**src/rtl/btn_sw_cmd.sv**
```systemverilog
// Switch/button front end: synchronise, debounce the north button and emit one
// registered switch-snapshot command per clean press over a valid/ready handshake.
module btn_sw_cmd #(
  parameter int unsigned DEBOUNCE_CYCLES = 1000000,
  parameter int unsigned CNT_W           = 20
) (
  input  logic       CLK_50MHZ,
  input  logic       RESET_N,
  input  logic [3:0] SW,
  input  logic       BTN_NORTH,
  output logic       CMD_VALID,
  output logic [3:0] CMD_DATA,
  input  logic       CMD_READY,
  output logic       BTN_LEVEL,
  output logic [7:0] DROP_CNT
);

  localparam logic [CNT_W-1:0] CntLast = CNT_W'(DEBOUNCE_CYCLES - 1);

  typedef enum logic [1:0] {
    StIdleLow,
    StWaitHigh,
    StPressed,
    StWaitLow
  } state_e;

  // Bit 4 carries the button, bits 3:0 the switches.
  logic [4:0] sync1_q, sync2_q;
  logic [3:0] sw_s;
  logic       btn_s;

  state_e           state_q, state_d;
  logic [CNT_W-1:0] cnt_q, cnt_d;
  logic             press_evt;

  logic       valid_q, valid_d;
  logic [3:0] data_q, data_d;
  logic [7:0] drop_q, drop_d;

  always_ff @(posedge CLK_50MHZ or negedge RESET_N) begin
    if (!RESET_N) begin
      sync1_q <= '0;
      sync2_q <= '0;
    end else begin
      sync1_q <= {BTN_NORTH, SW};
      sync2_q <= sync1_q;
    end
  end

  assign sw_s  = sync2_q[3:0];
  assign btn_s = sync2_q[4];

  always_comb begin
    state_d   = state_q;
    cnt_d     = cnt_q;
    press_evt = 1'b0;
    unique case (state_q)
      StIdleLow: begin
        if (btn_s) begin
          state_d = StWaitHigh;
          cnt_d   = '0;
        end
      end
      StWaitHigh: begin
        if (!btn_s) begin
          state_d = StIdleLow;
          cnt_d   = '0;
        end else if (cnt_q == CntLast) begin
          state_d   = StPressed;
          press_evt = 1'b1;
        end else begin
          cnt_d = cnt_q + 1'b1;
        end
      end
      StPressed: begin
        if (!btn_s) begin
          state_d = StWaitLow;
          cnt_d   = '0;
        end
      end
      StWaitLow: begin
        // A release never generates an event; a re-press just restores the level.
        if (btn_s) begin
          state_d = StPressed;
        end else if (cnt_q == CntLast) begin
          state_d = StIdleLow;
        end else begin
          cnt_d = cnt_q + 1'b1;
        end
      end
      default: state_d = StIdleLow;
    endcase
  end

  always_comb begin
    valid_d = valid_q;
    data_d  = data_q;
    drop_d  = drop_q;
    if (press_evt) begin
      if (!valid_q || CMD_READY) begin
        valid_d = 1'b1;
        data_d  = sw_s;
      end else if (drop_q != 8'hFF) begin
        drop_d = drop_q + 8'd1;
      end
    end else if (valid_q && CMD_READY) begin
      valid_d = 1'b0;
    end
  end

  always_ff @(posedge CLK_50MHZ or negedge RESET_N) begin
    if (!RESET_N) begin
      state_q <= StIdleLow;
      cnt_q   <= '0;
      valid_q <= 1'b0;
      data_q  <= '0;
      drop_q  <= '0;
    end else begin
      state_q <= state_d;
      cnt_q   <= cnt_d;
      valid_q <= valid_d;
      data_q  <= data_d;
      drop_q  <= drop_d;
    end
  end

  assign CMD_VALID = valid_q;
  assign CMD_DATA  = data_q;
  assign DROP_CNT  = drop_q;
  assign BTN_LEVEL = (state_q == StPressed) || (state_q == StWaitLow);

endmodule

```
**config.mk**
```make
export PLATFORM = sky130hd
export DESIGN_NAME = btn_sw_cmd
export DESIGN_NICKNAME = d
export VERILOG_FILES = /design/src/rtl/btn_sw_cmd.sv
export SDC_FILE = /design/constraint.sdc
export NUM_CORES = 1
export LEC_CHECK = 0
export BUFFER_PORTS_ARGS = -buffer_cell sky130_fd_sc_hd__buf_2
export CORE_MARGIN = 4
export CORE_UTILIZATION = 48
export DETAILED_ROUTE_END_ITERATION = 10
export HOLD_SLACK_MARGIN = 0.1
export PLACE_DENSITY_LB_ADDON = 0.1
export SLEW_MARGIN = 20
export SYNTH_ARGS = -nofsm -noshare
export SYNTH_HDL_FRONTEND = slang
export SYNTH_SLANG_ARGS = --single-unit
```
**constraint.sdc**
```tcl
create_clock -name CLK_50MHZ -period 2.18 [get_ports CLK_50MHZ]
set_input_delay 0.218 -clock CLK_50MHZ [delete_from_list [all_inputs] [get_ports CLK_50MHZ]]
set_output_delay 0.218 -clock CLK_50MHZ [all_outputs]
set_load 0.05 [all_outputs]
```
# --- Word level (Yosys, flattened, before mapping) ---
# Cells that the tools add are included.
totals:
  ff_bits: 45
  inputBits: 8
  output_inout_bits: 14
  wordCells: 51
classes:
  add_sub_neg: 2
  eq_ne: 11
  n_mux: 19
  bitwise: 1
  reduce_logical: 11
ops:
  columns: ["op", "count"]
  rows:
  - ["two-way mux 20 bit", 5]
  - ["case mux 20 bit (4 select lines)", 1]
  - ["adder 20 x 1 -> 20 bit (second input constant)", 1]
  - ["equality test 20 bit (second input constant)", 1]
  - ["two-way mux 2 bit", 6]
  - ["adder 8 x 1 -> 8 bit (second input constant)", 1]
  - ["!= test 8 bit (second input constant)", 1]
  - ["case mux 2 bit (4 select lines)", 1]
  - ["two-way mux 1 bit", 6]
  - ["!= test 2 bit (second input constant)", 3]
  - ["!= test 3 bit (second input constant)", 2]
  - ["AND reduction 3 bit", 2]
  - ["equality test 2 bit (second input constant)", 2]
  - ["AND reduction 2 bit", 2]
  - ["AND reduction 4 bit", 1]
  - ["equality test 2 x 1 -> 1 bit (second input constant)", 1]
  - ["zero test 2 bit", 1]
  - ["logical OR 1 bit", 2]
  - ["!= test 2 x 1 -> 1 bit (second input constant)", 1]
  - ["nonzero test 2 bit", 1]
  - ["logical AND 1 bit", 1]
  - ["zero test 1 bit", 1]
  - ["inverter 1 bit", 1]

# --- Longest topological paths before layout ---
depth:
  ltp_word: 6
  ltp_mapped: 7
  depth_no_buf: 6

# --- Least setup slack after synthesis ---
# OpenSTA, ideal clock, no wires.
synth_path:
  kind: "register to register"
  startpoint: "register cnt_q[0]"
  endpoint: "register data_q[0] (netlist: CMD_DATA[0])"
  setup_ns: 0.125
  arrival_ns: 1.924
  t_required_ns: 2.055
  slack_ns: 0.132
  stages_incl_launch_ff: 8
  path_buffers: 1
  period_less_slack_ns: 2.048
  path_cell_list: "dfrtp_1 -> ha_1 -> and4_4 -> nand4_4 -> or2_0 -> buf_6 -> nor3_4 -> mux2_2"
synth_via:
  elab_chain_len: 5
synth_lines:
  columns: ["item", "line_no", "text"]
  rows:
  - ["from (decl)", "33", "logic [CNT_W-1:0] cnt_q, cnt_d;"]
  - ["from (signal assigned)", "120", "cnt_q <= cnt_d;"]
  - ["equality test 20 bit", "68", "end else if (cnt_q == CntLast) begin"]
  - ["two-way mux 1 bit", "68", null]
  - ["two-way mux 1 bit", "65", "if (!btn_s) begin"]
  - ["two-way mux 1 bit", "57", "unique case (state_q)"]
  - ["AND reduction 2 bit (no line)", null, null]
  - ["to (signal assigned)", "122", "data_q <= data_d;"]
  - ["to (decl)", "37", "logic [3:0] data_q, data_d;"]
# No other way between the ends.
# A chain may end at the register's enable or synchronous reset.

# --- Worst setup path in the final report ---
layout_path:
  startpoint: "register cnt_q[0]"
  endpoint: "register drop_q[7] (netlist: DROP_CNT[7])"
layout_via:
  elab_chain_len: 5
layout_lines:
  columns: ["item", "line_no", "text"]
  rows:
  - ["equality test 20 bit", "68", null]
  - ["two-way mux 1 bit", "68", null]
  - ["two-way mux 1 bit", "65", null]
  - ["two-way mux 1 bit", "57", null]
  - ["AND reduction 3 bit (no line)", null, null]
  - ["to (signal assigned)", "123", "drop_q <= drop_d;"]
  - ["to (decl)", "38", "logic [7:0] drop_q, drop_d;"]
# No other way between the ends.

==> flow_metrics.py <==
metrics = {
    "run_status": {
        "outcome": "complete, no violations",
    },
    "synth": {
        "netlist_area_mm2": 0.00217,
        "ys_seq_area_share_pct": 51.9,
        "syn_nets": 210,
        "synth_cells": 200,
        "synth_edf_count": 0,
        "synthFlopType": "dfrtp_1",
        "synth_cell_types": 46,
        "ys_ff_latch": 45,
        "async_flop_share_pct": 100,
        "synth.avg_cell_area_um2": 10.8,
        "synth-warning-count": 0,
    },
    "die": {
        "rows": 24,
        "io_pins": 22,
        "dieArea_mm2": 0.00566,
        "start_util_pct": 49.8,
        "coreArea_mm2": 0.00435,
        "fp.dieH_um": 75.2,
        "dieWidth_um": 75.2,
    },
    "placement": {
        "placedInstanceArea_mm2": 0.00233,
        "place_ws_ns": 0.132,
        "hpwl_um": 3020,
        "port_buffers": 21,
        "gp_congestion": 0.819,
    },
    "cts": {
        "post-cts-setup-buffers": 0,
        "clockBufferDepth": 2,
        "cts_tree": "done",
        "ctsResizeCount": 0,
        "clkLatencyLatePin_ns": 0.30,
        "cts_sinks": 45,
        "cts_buffers": 5,
        "root_buffer": "clkbuf_8",
        "clkTransAtPathRegs_ns": 0.09,
        "htree_levels": 2,
    },
    "global_route": {
        "grt_max_degree": 46,
        "grt_pass1_vias": 1556,
        "grt_overflow_total": 0,
        "antenna_found_initial": 0,
        "track_usage_pct": 17.8,
        "grt_pass1_wl_um": 7670,
    },
    "final_layout": {
        "multiInputGateArea_um2": 958,
        "layout-drive-gt1-share_pct": 22.9,
        "layout_common_cells": "dfrtp_1, nand2_1, buf_2",
        "syn2layout_area_growth_pct": 15.4,
        "fillCellCount": 374,
        "layout_commonest_cell": "dfrtp_1",
        "stdcell_area_mm2": 0.00250,
        "regArea_mm2": 0.00113,
        "final_nets": 240,
        "n_antenna_cell": 0,
    },
    "sta": {
        "setup_viol": 0,
        "rsz0062_at_grt": "false",
        "worstMarginPinSlew_ns": 0.648,
        "fin_crit_sh_pct": 92.1,
        "drv_slew": 0,
        "max_freq_ghz": 0.498,
        "min_period_ns": 2.01,
        "finalSetupTns_ns": 0,
        "hold_viol": 0,
        "relSlewSlack_pct": 56.3,
        "skew_ns": 0.0115,
        "worst_slack_ns": 0.172,
    },
    "setup_path": {
        "regToRegSetupSlack_ns": 0.17,
        "crit_arrival_ns": 2.24,
        "worst-path-buf-inv": 1,
        "critPathTopFamily": "simple AND/OR/NAND/NOR gates",
        "critPathCapture": "DROP_CNT[7]$_DFFE_PN0P_",
        "rr_startpoint": "cnt_q[0]$_DFFE_PN0P_",
        "slowest_stage": "dfrtp_1",
        "r2r_end": "DROP_CNT[7]$_DFFE_PN0P_",
        "crit_path_start_kind": "flip-flop",
        "end_kind": "flip-flop",
        "crit_path_start": "cnt_q[0]$_DFFE_PN0P_",
        "path_class": "flip-flop to flip-flop",
        "worstPathRequired_ns": 2.41,
        "worstPathCellList": "ha_1, and4_4, nand4_4, or2_0, buf_4, nor4_2, xor2_1",
        "r2r_cells": 7,
        "cp_max_fo": 5,
        "slowest_delay_ns": 0.37,
        "cp.depth": 7,
    },
    "drt": {
        "viasPerCell": 5.84,
        "wl_per_cell_um": 15.8,
        "wl_met1_um": 2020,
        "dr_wl_met2_um": 2090,
        "wl_met3_um": 301,
        "dr.pass1.iters": 4,
        "top_layer": "met4",
        "ant_nets": 0,
        "dr.first_iter.drc_count": 119,
        "drc": 0,
        "vias": 1653,
        "routed_wl_um": 4460,
    },
    "hold_path": {
        "hp-class": "flip-flop to flip-flop",
    },
    "power_and_ir_drop": {
        "p_total_mw": 1.57,
        "ir_worst_vdd_uv": 403,
        "p_leak_nw": 1.19,
        "power_density_mw_per_mm2": 628,
    },
    "job": {
        "drv_cap": 0,
    },
}
-- sequential cells by signal (all words and copies together), names as in the netlist, named ones only --
name       cells
cnt_q         20
sync1_q        5
sync2_q        5
CMD_DATA       4
state_q        1
DROP_CNT       8
CMD_VALID      1
-- synthesized netlist by cell type (2+ instances only) --
cell	n	share of area (%)
dfrtp_1	45	52
nand2_1	21	3.6
o21ai_0	19	4.4
nand3_1	10	2.3
nand4_1	9	2.6
clkbuf_1	8	1.4
a21oi_1	7	1.6
xor2_1	7	2.8
mux2_2	6	3.1
nor3_1	5	1.2
o31ai_1	5	1.7
a31oi_1	4	1.2
and3_1	4	1.2
xnor2_1	4	1.6
a41oi_1	3	1.2
and4_1	3	1.2
nor2_1	3	0.52
a21o_1	2	0.69
and2_1	2	0.58
and3b_1	2	0.81
buf_6	2	1.0
clkbuf_8	2	1.3
ha_1	2	1.2
o2111ai_1	2	0.81
o211ai_1	2	0.69
-- power breakdown --
group | switching [mW] | total [mW] | internal (mW)
Clock | 0.289 | 0.633 | 0.344
Combinational | 0.0511 | 0.0833 | 0.0323
Sequential | 0.00818 | 0.855 | 0.847
-- cell families after synthesis --
group,count (synthesis),share of synthesized area [%]
mux,6,3.12
xor+xnor,11,4.44
fa+ha+maj,2,1.15
compound gates,46,13.0
simple gates,77,22.5
flops,45,51.9
buf+inv,13,3.87
-- worst min-delay path by stage --
stage                                    start                 endpoint  slack (ns)  cells past startpoint
after floorplan                        RESET_N  CMD_DATA[0]$_DFFE_PN0P_       -0.08                      0
final                     sync1_q[4]$_DFF_PN0_     sync2_q[4]$_DFF_PN0_        0.35                      0
after global routing                 CMD_READY    CMD_VALID$_DFFE_PN0P_        0.36                      3
after CTS                 sync1_q[4]$_DFF_PN0_     sync2_q[4]$_DFF_PN0_        0.35                      0
after detailed placement               RESET_N     cnt_q[8]$_DFFE_PN0P_        0.21                      2
after global placement                 RESET_N     cnt_q[8]$_DFFE_PN0P_        0.21                      2
-- repair_timing --
item                       4_1_cts  5_1_grt
hold buffers                     6        0
setup endpoints to repair        0        2
hold endpoints to repair        50        0
-- worst register-to-register path: stages (launching register included) --
cell	delay (ns)
dfrtp_1	0.37
ha_1	0.22
and4_4	0.28
nand4_4	0.13
or2_0	0.29
buf_4	0.18
nor4_2	0.30
xor2_1	0.18
-- metal layers --
metal | vias to the layer above | GRT usage, %
li1 | 799 | -
met1 | 798 | 26.0
met2 | 51 | 26.2
met3 | 5 | 4.41
met4 | 0 | 5.05
met5 | - | 0
-- metrics by stage --
step | hold slack (ns) | std cells | utilization, %
3_3_place_gp | 0.214 | 269 | 53.5
3_5_place_dp | 0.214 | 269 | 53.5
2_1_floorplan | -0.0776 | 200 | -
6_report | 0.352 | 283 | 57.5
5_1_grt | 0.364 | 283 | 57.5
4_1_cts | 0.355 | 283 | 57.5
-- area by class of cell --
| type | count | share of cell area, % |
|---|---|---|
| Tap cell | 52 | 2.60 |
| Multi-Input combinational cell | 142 | 38.3 |
| Timing Repair Buffer | 35 | 9.50 |
| Inverter | 1 | 0.150 |
| Sequential cell | 45 | 45.0 |
| Clock inverter | 2 | 1.55 |
| Clock buffer | 6 | 2.90 |
No activity file was read; power rests on OpenSTA's default activity.
